===== src/rtl/icache_dm_if.sv =====
// CPU instruction-fetch port and physical-memory line port of icache_dm.
interface icache_dm_if;
  // CPU instruction port
  logic         mem_read;
  logic [31:0]  mem_address;
  logic         mem_resp;
  logic [31:0]  mem_rdata;
  // Physical-memory line port (read only)
  logic         pmem_read;
  logic [31:0]  pmem_address;
  logic         pmem_resp;
  logic [255:0] pmem_rdata;

  // Environment side: CPU requester plus line memory
  modport master (
    output mem_read, mem_address,
    input  mem_resp, mem_rdata,
    input  pmem_read, pmem_address,
    output pmem_resp, pmem_rdata
  );

  // Cache side
  modport slave (
    input  mem_read, mem_address,
    output mem_resp, mem_rdata,
    output pmem_read, pmem_address,
    input  pmem_resp, pmem_rdata
  );
endinterface


===== src/rtl/icache_dm.sv =====
// Direct-mapped, read-only instruction cache with 256-bit lines held in flops.
// Misses refill the whole line from physical memory; hit and miss counters wrap.
module icache_dm #(
  parameter int unsigned NUM_SETS = 8
) (
  input  logic        clk,
  input  logic        rst_n,
  icache_dm_if.slave  bus,
  output logic [31:0] hit_count_o,
  output logic [31:0] miss_count_o
);

  localparam int unsigned S     = $clog2(NUM_SETS);
  localparam int unsigned TAG_W = 27 - S;

  typedef enum logic {IDLE, FILL} state_e;

  state_e              state_q;
  logic [31:0]         req_addr_q;
  logic [NUM_SETS-1:0] valid_q;
  logic [TAG_W-1:0]    tag_q  [NUM_SETS];
  logic [255:0]        data_q [NUM_SETS];
  logic                mem_resp_q;
  logic [31:0]         mem_rdata_q;
  logic [31:0]         hit_count_q;
  logic [31:0]         miss_count_q;

  // Address fields of the incoming fetch and of the latched miss
  logic [S-1:0]     set_idx;
  logic [TAG_W-1:0] tag_in;
  logic [2:0]       word_idx;
  logic [S-1:0]     req_set;
  logic [TAG_W-1:0] req_tag;
  logic [2:0]       req_word;
  logic             hit;
  logic             fill_done;
  logic             unused_addr_bits;

  assign set_idx  = bus.mem_address[5 +: S];
  assign tag_in   = bus.mem_address[31 -: TAG_W];
  assign word_idx = bus.mem_address[4:2];
  assign req_set  = req_addr_q[5 +: S];
  assign req_tag  = req_addr_q[31 -: TAG_W];
  assign req_word = req_addr_q[4:2];

  assign hit       = valid_q[set_idx] && (tag_q[set_idx] == tag_in);
  assign fill_done = (state_q == FILL) && bus.pmem_resp;

  // Byte offset within a word is irrelevant to word fetches
  assign unused_addr_bits = ^{bus.mem_address[1:0], req_addr_q[1:0]};

  // Control FSM: lookup in IDLE, wait for the line in FILL; outputs registered
  always_ff @(posedge clk or negedge rst_n) begin
    if (!rst_n) begin
      state_q      <= IDLE;
      valid_q      <= '0;
      req_addr_q   <= '0;
      mem_resp_q   <= 1'b0;
      mem_rdata_q  <= '0;
      hit_count_q  <= '0;
      miss_count_q <= '0;
    end else begin
      mem_resp_q <= 1'b0;
      case (state_q)
        IDLE: begin
          if (bus.mem_read) begin
            if (hit) begin
              mem_rdata_q <= data_q[set_idx][{word_idx, 5'b0} +: 32];
              mem_resp_q  <= 1'b1;
              hit_count_q <= hit_count_q + 32'd1;
            end else begin
              req_addr_q   <= bus.mem_address;
              miss_count_q <= miss_count_q + 32'd1;
              state_q      <= FILL;
            end
          end
        end
        FILL: begin
          if (bus.pmem_resp) begin
            valid_q[req_set] <= 1'b1;
            mem_rdata_q      <= bus.pmem_rdata[{req_word, 5'b0} +: 32];
            mem_resp_q       <= 1'b1;
            state_q          <= IDLE;
          end
        end
        default: state_q <= IDLE;
      endcase
    end
  end

  // Tag and data arrays carry no reset; valid bits alone qualify them
  always_ff @(posedge clk) begin
    if (fill_done) begin
      tag_q[req_set]  <= req_tag;
      data_q[req_set] <= bus.pmem_rdata;
    end
  end

  assign bus.mem_resp     = mem_resp_q;
  assign bus.mem_rdata    = mem_rdata_q;
  assign bus.pmem_read    = (state_q == FILL);
  assign bus.pmem_address = (state_q == FILL) ? {req_addr_q[31:5], 5'b0} : '0;
  assign hit_count_o      = hit_count_q;
  assign miss_count_o     = miss_count_q;

endmodule


===== src/flat_wrapper.sv =====
// flat-port wrapper written by rule: the top's interface ports become plain ports
module icache_dm_flat 
#(
  parameter int unsigned NUM_SETS = 8
)
  (clk, rst_n, hit_count_o, miss_count_o, bus_mem_read, bus_mem_address, bus_mem_resp, bus_mem_rdata, bus_pmem_read, bus_pmem_address, bus_pmem_resp, bus_pmem_rdata);
  icache_dm_if bus_i ();
  input  logic clk;
  input  logic rst_n;
  output logic [31:0] hit_count_o;
  output logic [31:0] miss_count_o;
  input wire logic [$bits(bus_i.mem_read)-1:0] bus_mem_read;
  input wire logic [$bits(bus_i.mem_address)-1:0] bus_mem_address;
  output wire logic [$bits(bus_i.mem_resp)-1:0] bus_mem_resp;
  output wire logic [$bits(bus_i.mem_rdata)-1:0] bus_mem_rdata;
  output wire logic [$bits(bus_i.pmem_read)-1:0] bus_pmem_read;
  output wire logic [$bits(bus_i.pmem_address)-1:0] bus_pmem_address;
  input wire logic [$bits(bus_i.pmem_resp)-1:0] bus_pmem_resp;
  input wire logic [$bits(bus_i.pmem_rdata)-1:0] bus_pmem_rdata;
  assign bus_i.mem_read = bus_mem_read;
  assign bus_i.mem_address = bus_mem_address;
  assign bus_mem_resp = bus_i.mem_resp;
  assign bus_mem_rdata = bus_i.mem_rdata;
  assign bus_pmem_read = bus_i.pmem_read;
  assign bus_pmem_address = bus_i.pmem_address;
  assign bus_i.pmem_resp = bus_pmem_resp;
  assign bus_i.pmem_rdata = bus_pmem_rdata;
  icache_dm #(.NUM_SETS(NUM_SETS)) u_core (.clk(clk), .rst_n(rst_n), .bus(bus_i), .hit_count_o(hit_count_o), .miss_count_o(miss_count_o));
endmodule

===== config.mk =====
export PLATFORM = sky130hd
export DESIGN_NAME = icache_dm_flat
export DESIGN_NICKNAME = d
export VERILOG_FILES = /design/src/rtl/icache_dm_if.sv /design/src/rtl/icache_dm.sv /design/src/flat_wrapper.sv
export SDC_FILE = /design/constraint.sdc
export NUM_CORES = 2
export LEC_CHECK = 0
export CAP_MARGIN = 5
export CORE_MARGIN = 5
export CORE_UTILIZATION = 50
export CTS_BUF_LIST = sky130_fd_sc_hd__clkbuf_4 sky130_fd_sc_hd__clkbuf_8
export DETAILED_ROUTE_END_ITERATION = 7
export GPL_TIMING_DRIVEN = 0
export PLACE_DENSITY_LB_ADDON = 0.12
export SYNTH_ARGS = -nofsm -noshare
export SYNTH_HDL_FRONTEND = slang
export SYNTH_SLANG_ARGS = --single-unit

===== constraint.sdc =====
create_clock -name clk -period 26.4 [get_ports clk]
set_input_delay 5.28 -clock clk [delete_from_list [all_inputs] [get_ports clk]]
set_output_delay 5.28 -clock clk [all_outputs]
set_load 0.005 [all_outputs]

* Yosys cells after proc, flatten, opt, wreduce, memory -nomap -nowiden *
Memory sizes are Yosys's and may differ from the RTL's.
Index checks and enable logic that the tools add are counted.
W data, S select, Z words.

operators by class
  equality and inequality tests = 4
  $add $sub $neg = 2
  shift operators = 2
  $lt $le $gt $ge = 3
  multiplexer cells = 19
  bitwise operators = 3
  reduce and logical (&&, ||, !) cells = 7

operator list
  operator                 number
  $shiftx A256 B9 Y32      2
  $mux W32                 4
  $add A32 B1 Y32 const B  2
  $pmux W32 S2             1
  $eq A24 B24 Y1           1
  $mux W1                  10
  $reduce_and A3 Y1        3
  $lt A3 B4 Y1 const B     2
  $or A8 B8 Y8             1
  $ne A2 B2 Y1 const B     2
  $pmux W1 S2              2
  $bmux W1 S3              1
  $demux W1 S3             1
  $ge A3 B1 Y1 const B     1
  $logic_and A1 B1 Y1      3
  $ne A2 B1 Y1 const B     1
  $not A1 Y1               2
  $reduce_and A2 Y1        1

storage, ports and cells
  word-level logic and storage cells = 49
  bits of input ports = 292
  bits in writable memories = 2240
  register bits after elaboration = 138
  output and inout bits = 130
  memories kept = 2

memories
  name           words  width  rd ports  clocked after memory_dff  write ports  line             text
  u_core.data_q  8      256    1         0                         1            icache_dm.sv:22  logic [255:0] data_q [NUM_SETS];
  u_core.tag_q   8      24     1         0                         1            icache_dm.sv:21  logic [TAG_W-1:0] tag_q [NUM_SETS];

* Depth between registers and ports, before layout *
  depth in word-level cells = 6
  depth in mapped cells = 14
  mapped depth without buffers = 8

* Least setup slack after synthesis *
OpenSTA, ideal clock, no wires.

  kind = input to register
  start = in bus_pmem_resp
  end = reg u_core.valid_q[4]
  buffers on the path = 0
  stages on the path = 3
  setup slack = 0.337 ns
  data required time = 26.222 ns
  arrival = 25.886 ns
  setup time = 0.178 ns
  path through = nand3_1 -> nor3_1 -> or2_2

on the way
  cells in the longest elaborated chain, start to end = 1

RTL lines
  item                                line                text
  from (decl)                         flat_wrapper.sv:18  input wire logic [$bits(bus_i.pmem_resp)-1:0] bus_pmem_resp;
  $reduce_and A2 Y1 (no source line)  -
  to (signal assigned)                icache_dm.sv:56     valid_q <= '0;
  to (signal, indexed assignment)     icache_dm.sv:80     valid_q[req_set] <= 1'b1;
  to (decl)                           icache_dm.sv:20     logic [NUM_SETS-1:0] valid_q;

Every way passes these cells.
A chain may end at the register's enable or synchronous reset.

* Final worst setup path *
  start = in bus_mem_address[6]
  end = reg u_core.mem_rdata_q[10] (netlist: u_core.bus.mem_rdata[10])

on the way
  cells in the longest elaborated chain, start to end = 5
  elaborated cells between the ends (all ways) = 12
  those cells by class = 2 x eq/ne; 1 x shift; 5 x mux; 2 x reduce/logical; 2 x memory

RTL lines
  item                                               line                              text
  from (decl)                                        flat_wrapper.sv:13                input wire logic [$bits(bus_i.mem_address)-1:0] bus_mem_address;
  $mem_v2 Z8 W256 (tied with other cells)            -
  $shiftx A256 B9 Y32 (tied with other cells)        icache_dm.sv:68                   mem_rdata_q <= data_q[set_idx][{word_idx, 5'b0} +: 32];
  $mux W32 or $logic_and A1 B1 Y1 (tied branches)    icache_dm.sv:67, icache_dm.sv:46
  $mux W32 or $ne A2 B1 Y1 (tied branches)           -
  $pmux W32 S2 or $reduce_and A3 Y1 (tied branches)  -
  to (signal assigned)                               icache_dm.sv:68
  to (signal assigned)                               icache_dm.sv:81                   mem_rdata_q <= bus.pmem_rdata[{req_word, 5'b0} +: 32];
  to (decl)                                          icache_dm.sv:24                   logic [31:0] mem_rdata_q;

Parallel ways exist; a longest one is shown, timed or not. The select of a mux whose other input is x is not followed.

==> run_results.csv <==
group,metric,value,unit
outcome,outcome,"finished clean",
final_layout,design.final.nets,5330,
cts,ctsHtreeMaxLevel,5,
critical_path,reg2reg_from,"u_core.bus.pmem_read",
detailed_routing,avgViaCountPerCell,6.24,
yosys,synthDominantCellAreaShare,0.722,
cts,clk-insertion-delay-late,1060,ps
final_layout,final_cells,7851,
floorplan,core_ar,185000,um2
power_and_ir_drop,vdd_drop_max,0.0000421,V
yosys,synth_seq_area_share,0.758,
cts,cts_tree,"done",
timing,final.period_utilization,0.381,
critical_path,critPathArrivalTime,10990,ps
yosys,async_flop_share,0.0572,
final_layout,multi_input_comb_area,21600,um2
floorplan,ios,422,
yosys,synthFlopType,"edfxtp_1",
detailed_routing,route.detailed.drc,0,
detailed_routing,drtPass1Iterations,6,
critical_path,worst_setup_path_start_kind,"input port",
flow_run,drv.max_cap_violation_count,0,
critical_path,r2r.worst_path.cells,10,
min_path,min_path_type,"flop to flop",
final_layout,post-route-util,0.598,
cts,clk_sinks,2376,
yosys,synth.cells.most_frequent,"2240 x edfxtp_1, 674 x mux4_2, 189 x mux2i_1",
timing,final-setup-viol-count,0,
timing,min_period,10070,ps
grt,antenna_violations_before_repair,94,
cts,cts_repair_resize_count,0,
final_layout,post-route-cell-area,111000,um2
yosys,yosysMostFrequentCell,"edfxtp_1",
critical_path,critical_path.max_fanout,10,
grt,overflow,0,
power_and_ir_drop,power_per_cell_area,76.3,nW/um2
floorplan,placement_row_count,158,
timing,drv_slew,0,
place,port_buffers,409,
grt,pin_count_of_the_biggest_net_entering_global_routing,85,
cts,master_cell_of_the_clock_root_buffer,"clkbuf_8",
detailed_routing,antenna_left,0,
yosys,synth.cell_area,93200,um2
floorplan,die_y,442,um
yosys,yosysTopAreaCell,"edfxtp_1",
critical_path,cp-startpoint,"bus_mem_address[6]",
cts,cts.hold.buffers_added,0,
cts,cts_max_path_buffers,4,
critical_path,critPathCaptureType,"flop",
cts,path_clk_slew,60,ps
min_path,timing.hold.worst_path_depth,1,
final_layout,final-seq-area,70700,um2
place,dpl.cell_count,7109,
detailed_routing,wl_per_cell,34.9,um
critical_path,worstSetupPathType,"input port to flop",
yosys,syn_inst_count,4056,
final_layout,area_delta_synth_final,18.9,%
critical_path,crit_required,27320,ps
timing,max_slew_headroom_at_the_worst_pin,0.0415,
grt,grt_pass1_wl,380000,um
grt,grtUsageTotal,0.278,
place,globalplace.congestion,0.810,
detailed_routing,detail_route.iter0.violations,6469,
grt,first_global_vias,48766,
yosys,syn_avg_cell_area,23.0,um2
min_path,holdCritStartpoint,"u_core.valid_q[3]",
floorplan,start_util,0.503,
yosys,synth.area.top_cells,"edfxtp_1 72%, mux4_2 16%, dfrtp_1 3.7%, mux2i_1 2.0%, mux2_2 0.79%",
timing,max_slew.worst_pin.slew,1440,ps
floorplan,die_x,442,um
power_and_ir_drop,leakage,36.3,nW
yosys,ys_ff_latch,2376,
cts,setup_buffers_after_cts,0,
timing,rsz_0062_raised_after_global_routing,"no",
place,placedInstanceArea,103000,um2
timing,finalClockSkew,53.9,ps
detailed_routing,vias,48997,
cts,num_cts_buffers,399,
timing,endpoints_failing_hold,0,
final_layout,nFillCells,13489,
yosys,ys_types,49,
place,hpwl,189000,um
final_layout,final_layout_size_suffix_gt1_frac,0.311,
floorplan,floorplan.die_area,195000,um2
timing,final.hold.worst_slack,464,ps
yosys,synth_enable_flop_cells,2240,
detailed_routing,detail_route.wirelength,274000,um
timing,totalNegativeSetupSlack,0,ps
timing,clock.fmax,0.0993,GHz
yosys,ys.warnings.count,0,
per-layer routing:
| metal | wire length [um] | track usage | vias to the layer above |
|---|---|---|---|
| met5 | 151 | 0 | - |
| met4 | 8770 | 0.0972 | 22 |
| met3 | 28000 | 0.0685 | 512 |
| met2 | 130000 | 0.427 | 2812 |
| met1 | 108000 | 0.395 | 26279 |
| li1 | - | - | 19372 |
per-stage QoR:
| step | setup slack (ps) | total power, mW |
|---|---|---|
| 2_1_floorplan | 337 | 4.96 |
| 3_3_place_gp | -21220 | 5.49 |
| 3_5_place_dp | 15270 | 5.40 |
| 4_1_cts | 16390 | 8.50 |
| 5_1_grt | 16330 | 8.74 |
| 6_report | 16330 | 8.45 |
worst paths after layout:
check | end | slack [ps]
max | u_core.bus.mem_rdata[10] | 16330
min | u_core.valid_q[3] | 460
max reg2reg | u_core.data_q[4][65] | 22050
min reg2reg | u_core.valid_q[3] | 460
max in group asynchronous | u_core.bus.mem_rdata[10] | 21190
min in group asynchronous | u_core.bus.mem_rdata[26] | 4270
critical path, cell delays in order:
cell and delay, ps:
buf_2 220, buf_2 330, buf_2 410, buf_2 530, buf_2 450, clkbuf_1 960, clkbuf_1 1030, mux4_2 440
mux2i_1 220, a22oi_1 120, a32oi_1 310, o21ai_0 250, mux2_4 350
cells in the final DEF, fill, tap and decap left out, types with 46 or more instances in the layout:
| master | n |
|---|---|
| a22oi_1 | 70 |
| buf_12 | 69 |
| buf_2 | 74 |
| buf_6 | 70 |
| clkbuf_1 | 101 |
| clkbuf_4 | 149 |
| clkbuf_8 | 412 |
| clkdlybuf4s50_1 | 408 |
| clkinv_1 | 83 |
| dfrtp_1 | 136 |
| diode_2 | 46 |
| edfxtp_1 | 2240 |
| mux2_2 | 65 |
| mux2i_1 | 189 |
| mux4_2 | 674 |
state kept, by name, summed over array words and instances, names as in the netlist:
register	flops
u_core.bus.mem_resp	1
u_core.bus.mem_rdata	32
u_core.bus.pmem_read	1
u_core.req_addr_q	30
u_core.miss_count_o	32
u_core.hit_count_o	32
u_core.tag_q	192
u_core.data_q	2048
u_core.valid_q	8
where the power goes:
group | internal, mW | leakage [nW] | switching (mW) | total (mW)
Combinational | 0.418 | 10.4 | 0.503 | 0.921
Sequential | 4.32 | 21.9 | 0.0908 | 4.41
Clock | 1.68 | 3.97 | 1.44 | 3.12
Total | 6.42 | 36.3 | 2.03 | 8.45
final cells by class:
cell class              count  share of cell area
flip-flops and latches   2376               0.638
multi-input cells        1440               0.195
repair buffers            575              0.0619
clock buffers             561              0.0612
well taps                2480              0.0280
plain buffers             232             0.00926
clock inverters           129             0.00602
diodes                     46             0.00104
inverters                  12            0.000406
cell families (layout without fill, tap and decap cells):
group	count (synthesis)	after routing	synth area share
flip-flops	2376	2376	0.758
multiplexers	957	957	0.196
buffers and inverters	244	1509	0.0114
AND/OR/NAND/NOR	218	218	0.0134
AO/OA/AOI/OAI	178	178	0.0138
XOR/XNOR	80	80	0.00752
adder cells (fa/ha/maj)	2	2	0.000268
other	1	51	0.0000402
No activity file was read; power rests on OpenSTA's default activity.
